===== src/rtl/dma_req_arbiter.sv =====
// Two-port DMA command arbiter: round-robin grant, one transaction
// outstanding, issue to write/read engines with ack timeout.
module dma_req_arbiter #(
  parameter int TIMEOUT_CYC = 4096
) (
  input  logic        i_sys_clk,
  input  logic        dma_rstn,
  input  logic [1:0]  i_cmd_valid,
  output logic [1:0]  o_cmd_ready,
  input  logic [1:0]  i_cmd_rw,
  input  logic [31:0] i_cmd_addr0,
  input  logic [31:0] i_cmd_addr1,
  input  logic [31:0] i_cmd_len0,
  input  logic [31:0] i_cmd_len1,
  output logic [1:0]  o_cmd_done,
  output logic        o_cmd_err,
  output logic        wr_req,
  input  logic        wr_ack,
  output logic [31:0] wr_addr,
  output logic [31:0] wr_len,
  input  logic        wr_req_done,
  output logic        rd_req,
  input  logic        rd_ack,
  output logic [31:0] rd_addr,
  output logic [31:0] rd_len,
  input  logic        rd_req_done,
  output logic        o_busy,
  output logic        o_grant_id,
  output logic [15:0] o_xfer_cnt
);

  typedef enum logic [2:0] {
    IDLE,
    ISSUE,
    WAIT_ACK,
    WAIT_DONE,
    RESP
  } state_t;

  localparam logic [15:0] TO_LAST = 16'(TIMEOUT_CYC - 1);

  state_t      state;
  logic        rw_q;
  logic        last_q;
  logic        err_q;
  logic [31:0] len_q;
  logic [15:0] to_cnt;

  logic        pick;
  logic [31:0] sel_addr;
  logic [31:0] sel_len;
  logic [31:0] sel_wlen;
  logic        ack_m;
  logic        done_m;

  // Arbitration pick, selected command fields and matching handshakes
  always_comb begin
    pick     = (i_cmd_valid == 2'b11) ? ~last_q : i_cmd_valid[1];
    sel_addr = pick ? i_cmd_addr1 : i_cmd_addr0;
    sel_len  = pick ? i_cmd_len1 : i_cmd_len0;
    sel_wlen = (sel_len >> 2) + {31'b0, |sel_len[1:0]};
    ack_m    = rw_q ? rd_ack : wr_ack;
    done_m   = rw_q ? rd_req_done : wr_req_done;
  end

  // Transaction FSM with registered outputs
  always_ff @(posedge i_sys_clk or negedge dma_rstn) begin
    if (!dma_rstn) begin
      state       <= IDLE;
      rw_q        <= 1'b0;
      last_q      <= 1'b1;
      err_q       <= 1'b0;
      len_q       <= '0;
      to_cnt      <= '0;
      o_cmd_ready <= '0;
      o_cmd_done  <= '0;
      o_cmd_err   <= 1'b0;
      wr_req      <= 1'b0;
      rd_req      <= 1'b0;
      wr_addr     <= '0;
      wr_len      <= '0;
      rd_addr     <= '0;
      rd_len      <= '0;
      o_busy      <= 1'b0;
      o_grant_id  <= 1'b0;
      o_xfer_cnt  <= '0;
    end else begin
      o_cmd_ready <= '0;
      o_cmd_done  <= '0;
      o_cmd_err   <= 1'b0;
      case (state)
        IDLE: begin
          // ready is shown while still idle so it never overlaps busy
          if (o_cmd_ready != 2'b00) begin
            state  <= ISSUE;
            o_busy <= 1'b1;
          end else if (|i_cmd_valid) begin
            o_cmd_ready <= pick ? 2'b10 : 2'b01;
            o_grant_id  <= pick;
            rw_q        <= i_cmd_rw[pick];
            len_q       <= sel_len;
            wr_addr     <= sel_addr;
            rd_addr     <= sel_addr;
            wr_len      <= sel_wlen;
            rd_len      <= sel_wlen;
          end
        end
        ISSUE: begin
          if (len_q == '0) begin
            err_q <= 1'b1;
            state <= RESP;
          end else begin
            err_q  <= 1'b0;
            wr_req <= ~rw_q;
            rd_req <= rw_q;
            to_cnt <= '0;
            state  <= WAIT_ACK;
          end
        end
        WAIT_ACK: begin
          if (ack_m) begin
            wr_req <= 1'b0;
            rd_req <= 1'b0;
            state  <= done_m ? RESP : WAIT_DONE;
          end else if (to_cnt == TO_LAST) begin
            wr_req <= 1'b0;
            rd_req <= 1'b0;
            err_q  <= 1'b1;
            state  <= RESP;
          end else begin
            to_cnt <= to_cnt + 16'd1;
          end
        end
        WAIT_DONE: begin
          if (done_m) state <= RESP;
        end
        RESP: begin
          o_cmd_done <= o_grant_id ? 2'b10 : 2'b01;
          o_cmd_err  <= err_q;
          last_q     <= o_grant_id;
          o_xfer_cnt <= o_xfer_cnt + 16'd1;
          o_busy     <= 1'b0;
          state      <= IDLE;
        end
        default: begin
          state  <= IDLE;
          o_busy <= 1'b0;
        end
      endcase
    end
  end

endmodule


===== config.mk =====
export PLATFORM = sky130hd
export DESIGN_NAME = dma_req_arbiter
export DESIGN_NICKNAME = d
export VERILOG_FILES = /design/src/rtl/dma_req_arbiter.sv
export SDC_FILE = /design/constraint.sdc
export NUM_CORES = 1
export LEC_CHECK = 0
export ABC_AREA = 1
export BUFFER_PORTS_ARGS = -buffer_cell sky130_fd_sc_hd__buf_2
export CORE_MARGIN = 5
export CORE_UTILIZATION = 51
export DETAILED_ROUTE_END_ITERATION = 10
export GPL_TIMING_DRIVEN = 0
export PLACE_DENSITY = 0.91
export SYNTH_ARGS = -nofsm -noshare
export SYNTH_HDL_FRONTEND = slang
export SYNTH_SLANG_ARGS = --single-unit
export TNS_END_PERCENT = 100

===== constraint.sdc =====
create_clock -name i_sys_clk -period 2.8 [get_ports i_sys_clk]
set_input_delay 0.14 -clock i_sys_clk [delete_from_list [all_inputs] [get_ports i_sys_clk]]
set_output_delay 0.14 -clock i_sys_clk [all_outputs]
set_load 0.02 [all_outputs]

# Word level (Yosys, flattened, before mapping)
# Cells that the tools add are included.
dict set report op_classes {
  bitwise 4
  n_lt_le_gt_ge 1
  reduce_logical 13
  mux 37
  n_eq_ne 13
  add_sub_neg 3
}
# operator count
set op_table {}
lappend op_table {{32-bit two-way mux} 2}
lappend op_table {{16-bit two-way mux} 3}
lappend op_table {{16-bit by 1-bit adder with 16-bit output (second input constant)} 2}
lappend op_table {{32-bit logical NOT} 1}
lappend op_table {{16-bit one-hot mux with 2 select lines} 1}
lappend op_table {{30-bit by 1-bit adder with 31-bit output} 1}
lappend op_table {{3-bit two-way mux} 6}
lappend op_table {{16-bit by 12-bit == test with 1-bit output (second input constant)} 1}
lappend op_table {{1-bit two-way mux} 14}
lappend op_table {{2-bit two-way mux} 6}
lappend op_table {{2-bit inequality test (second input constant)} 6}
lappend op_table {{3-bit one-hot mux with 4 select lines} 1}
lappend op_table {{3-bit AND reduction} 4}
lappend op_table {{1-bit one-hot mux with 2 select lines} 4}
lappend op_table {{3-bit by 2-bit == test with 1-bit output (second input constant)} 2}
lappend op_table {{1-bit inverter} 4}
lappend op_table {{4-bit AND reduction} 1}
lappend op_table {{2-bit nonzero test} 2}
lappend op_table {{2-bit OR reduction} 2}
lappend op_table {{3-bit by 1-bit == test with 1-bit output (second input constant)} 1}
lappend op_table {{3-bit == test (second input constant)} 1}
lappend op_table {{3-bit logical NOT} 1}
lappend op_table {{3-bit inequality test (second input constant)} 1}
lappend op_table {{3-bit OR reduction} 1}
lappend op_table {{3 further kinds} 3}
dict set report totals {
  elab_cells 87
  out_inout_bits 153
  reg_bits 143
}

# Longest topological paths before layout
dict set report depth {
  depth_word 6
  ltp_mapped 16
}

# Worst setup path after synthesis
# OpenSTA, ideal clock, no wires.
dict set report synth_path {
  path_type {register -> register}
  from {register last_q}
  to {register rd_len[22]}
  stages_incl_launch_ff 17
  n_path_buf 3
  t_arrival_ns 2.342
  setup_time_ns 0.124
  required_ns 2.676
  path_slack_ns 0.334
  cell_sequence {dfstp_2 > nand2_4 > nand2_4 > buf_8 > buf_6 > buf_2 > mux2i_1 > nand2_1 > ha_1 > ha_1 > nand3_4 > nor2_4 > nand2_4 > nor2_4 > nand2_1 > nand2_1 > nand3_1}
}
dict set report synth_between {
  elab_chain_cells 5
}
# element line
set synth_lines {}
lappend synth_lines {{from (decl)} 44} ;# logic last_q;
lappend synth_lines {{from (signal assigned)} 140} ;# last_q <= o_grant_id;
lappend synth_lines {{1-bit inverter *} 58} ;# pick = (i_cmd_valid == 2'b11) ? ~last_q : i_cmd_valid[1];
lappend synth_lines {{1-bit two-way mux *} 58}
lappend synth_lines {{32-bit two-way mux *} 60} ;# sel_len = pick ? i_cmd_len1 : i_cmd_len0;
lappend synth_lines {{2-bit OR reduction} 61} ;# sel_wlen = (sel_len >> 2) + {31'b0, |sel_len[1:0]};
lappend synth_lines {{30-bit by 1-bit adder with 31-bit output *} 61}
lappend synth_lines {{to (signal assigned)} 105} ;# rd_len <= sel_wlen;
lappend synth_lines {{to (decl)} 25} ;# output logic [31:0] rd_len,
# Every way passes the cells marked *; elsewhere a longest branch is shown, timed or not.
# A chain may end at the register's enable or synchronous reset.

# Worst setup path in the final report
# Same ends and word-level chain as after synthesis.

==> impl_results.md <==
* DR DRC count at 0
* Highest clock rate at 380 MHz
* Reg-to-reg startpoint: last_q
* Insertion delay of the later-clocked pin in the worst-skew pair at 420 ps
* Data arrival time of the critical path at 2930 ps
* Total placed instance area at 10200 um2
* Critical Path Source: last_q
* Top cells by area, synth: sky130_fd_sc_hd__dfrtp_1 (42%), sky130_fd_sc_hd__nand2_1 (17%), sky130_fd_sc_hd__nand3_1 (6.5%)
* Height of the chip at 139 um
* Result of the run: complete, no violations
* Post-synth EDFFs at 0
* TritonCTS Buffers at 17
* Final number of max-transition violations at 0
* Worst hold path startpoint: i_cmd_addr1[24]
* Post-route fraction of the period consumed by the critical path at 0.939
* Largest driver fanout on the critical path at 28
* Effective utilization at floorplan at 0.514
* Max-cap violations at 0
* Number of core rows at 47
* Worst-case register-to-register setup slack at 170 ps
* Routed wire length at 29.6 mm
* Sequential cell area at 3550 um2
* Area share of the largest cell type after synthesis at 0.419
* Core area at 16400 um2
* Worst relative slew slack at 0.522
* Unrepaired setup endpoints after global routing: no
* Part of the power in registers at 0.281
* Number of nets still failing antenna checks after routing at 0
* Clock-pin slew on the worst setup and hold paths at 60 ps
* Number of cells traversed by the worst hold path at 3
* First-pass GRT wire length at 47.5 mm
* Routability Congestion at 0.976
* Comb pwr share at 0.533
* Int Pwr at 7030 uW
* Sequential element share of the synthesized area at 0.422
* GRT Residual Overflow at 0
* Prevailing post-synth register cell: sky130_fd_sc_hd__dfrtp_1
* CTS tree: built
* Count of pins on the block boundary at 291
* Die extent in x at 139 um
* Worst hold margin at 23.8 ps
* Path class of the lowest-slack min-delay path: input pin to flip-flop
* Pwr per Cell Area at 1110 nW/um2
* Biggest area consumer among synthesized cells: sky130_fd_sc_hd__dfrtp_1
* Required time of the worst setup path at 3100 ps
* Total Power at 12700 uW
* CTS H-Tree Depth at 4
* Number of setup violations in the final report at 0
* Clock Tree Root: sky130_fd_sc_hd__clkbuf_16
* Cell with the most instances after synthesis: sky130_fd_sc_hd__nand2_1
* Mapped cell area at 8430 um2
* Layout Cell Area excl Fill at 11500 um2
* Worst vdd rail ir drop at 635 uV
* Full die area at 19200 um2
* Vias per cell at 5.35
* Layout fillers at 1265
* Part of the power in the clock network at 0.186
* Worst slew pin tran at 712 ps
* Footprint of the multi-input gates at 3870 um2
* Critical path startpoint category: flip-flop
* Final period demand of the worst path at 2630 ps
* Average size of a mapped cell at 7.51 um2
* Number of buffers on the longest clock path at 2
* Total number of vias at 9232
* Final Hold Violating Endpoints at 0
* Final #Nets at 1636
* Switching share of total power at 0.446
* Post-DP HPWL at 21.1 mm
* Post-synthesis async set-or-reset flop share at 1.00
* Number of global-route vias before repair at 9438
* Number of DRC markers after the initial detailed-route iteration at 887
* Number of antenna violations at the first check in global routing at 0
* Wire length per cell after detailed routing at 17.1 um
* Largest net degree at the start of global routing at 103
* Endpoint of the worst register-to-register path: rd_len[22]
* Post-synthesis sequential element count at 142
* GRT Total Usage at 0.304
* Leakage component of the power at 0.00604 uW
* Count of mapped cells out of synthesis at 1122
* Count of unique library cells instantiated by Yosys at 44
* Setup Skew at 8.44 ps
* Number of detailed-routing iterations run before antenna repair at 6
* Port bufs at 287
* Commonest cells post-synth: sky130_fd_sc_hd__nand2_1 (377), sky130_fd_sc_hd__dfrtp_1 (141), sky130_fd_sc_hd__nor2_1 (120)
* Layout overhead on the synthesized area at 35.9%
* Clock Sinks at 142
* Kind of end point of the critical path: flip-flop
* Number of synthesis warnings at 0
* Cell count of the worst reg-to-reg path at 14
* Switching power of the nets at 5670 uW
* Worst Setup Path Type: flip-flop to flip-flop
* Layout cells sized above 1 at 0.315
* Worst Hold Path EP: rd_addr[24]
## what timing repair did
action / CTS / global route
buffers inserted: 0 / 1
hold buffers: 65 / 0
hold endpoints to repair: 72 / 0
pin swaps: 1 / 1
setup endpoints to repair: 12 / 12
resized for setup: 2 / 3
## flip-flops by register name (all words and copies together), names as in the netlist, 2 cells and up
register	cells
rd_len	31
o_cmd_done	2
state	3
rd_addr	32
len_q	32
o_cmd_ready	2
o_xfer_cnt	16
to_cnt	16
## critical path, stage by stage, from the launching register on
cell and delay (ps):
sky130_fd_sc_hd__dfstp_2 610, sky130_fd_sc_hd__nand2_4 100, sky130_fd_sc_hd__nand2_4 110, sky130_fd_sc_hd__buf_12 200, sky130_fd_sc_hd__mux2i_1 130, sky130_fd_sc_hd__nand2_1 100, sky130_fd_sc_hd__ha_2 220, sky130_fd_sc_hd__ha_2 230
sky130_fd_sc_hd__nand3_4 120, sky130_fd_sc_hd__nor2_4 230, sky130_fd_sc_hd__nand2_4 110, sky130_fd_sc_hd__nor2_4 140, sky130_fd_sc_hd__nand2_1 80, sky130_fd_sc_hd__nand2_1 60, sky130_fd_sc_hd__nand3_1 70
## through the flow
| step | TNS, ps | utilization | cells | setup WS (ps) |
|---|---|---|---|---|
| 4_1_cts | 0 | 0.698 | 1726 | 9.43 |
| 3_3_place_gp | -48740 | 0.618 | 1630 | -351 |
| 3_5_place_dp | -1190 | 0.620 | 1631 | -233 |
| 2_1_floorplan | 0 | - | 1123 | 334 |
| 6_report | 0 | 0.698 | 1727 | 172 |
| 5_1_grt | 0 | 0.698 | 1726 | 30.4 |
## how the worst max path moves through the flow
stage / end / slack [ps] / cells past startpoint
global placement: rd_len[17] / -350 / 1
CTS: rd_len[22] / 9 / 15
floorplan: rd_len[22] / 330 / 16
detailed placement: rd_len[18] / -230 / 15
global route: rd_addr[20] / 30 / 7
finish: rd_len[22] / 170 / 14
## power by group through the flow
stage	combinational (uW)	clock, uW	sequential, uW
3_3_place_gp	5850	0	3510
4_1_cts	6610	2390	3520
6_report	6770	2370	3570
3_5_place_dp	6020	0	3550
2_1_floorplan	3500	0	3980
5_1_grt	7290	2490	3650
## logic make-up (layout without fill, tap and decap cells)
| kind of cell | count (synthesis) | after routing | synth area share |
|---|---|---|---|
| adder cells (fa/ha/maj) | 4 | 4 | 0.00594 |
| AND/OR/NAND/NOR | 702 | 702 | 0.372 |
| AO/OA/AOI/OAI | 67 | 67 | 0.0483 |
| other | 1 | 3 | 0.000445 |
| flip-flops | 142 | 142 | 0.422 |
| multiplexers | 3 | 3 | 0.00356 |
| buffers and inverters | 176 | 559 | 0.120 |
| XOR/XNOR | 27 | 27 | 0.0281 |
## routing by layer
layer  GRT usage  vias to the layer above  wire, um
li1            -                     4273         -
met3      0.0721                      144      2650
met1       0.363                     4211     11000
met2       0.513                      604     14300
met5           0                        -         0
met4       0.159                        0      1620
## cells in the final DEF, fill, tap and decap left out, drive strengths merged
cell	count
a211oi	1
a21boi	1
a21oi	11
a31oi	12
buf	386
bufinv	4
clkbuf	25
clkinv	7
clkinvlp	1
conb	2
dfrtp	141
dfstp	1
diode	1
dlygate4sd3	65
ha	4
inv	71
mux2i	3
nand2	395
nand3	114
nand3b	15
nand4	20
nor2	138
nor3	13
nor3b	2
nor4	4
o211ai	9
o21a	6
o21ai	22
o21bai	2
o221a	1
o22ai	2
or2	1
xnor2	13
xor2	14
## area by class of cell
class                   count  share of cell area
flip-flops and latches    142               0.310
clock buffers              18              0.0375
well taps                 220              0.0240
inverters                  70              0.0229
plain buffers             104              0.0646
diodes                      1            0.000218
clock inverters            13              0.0166
multi-input cells         805               0.338
repair buffers            354               0.186
(Power assumes the default switching activity.)
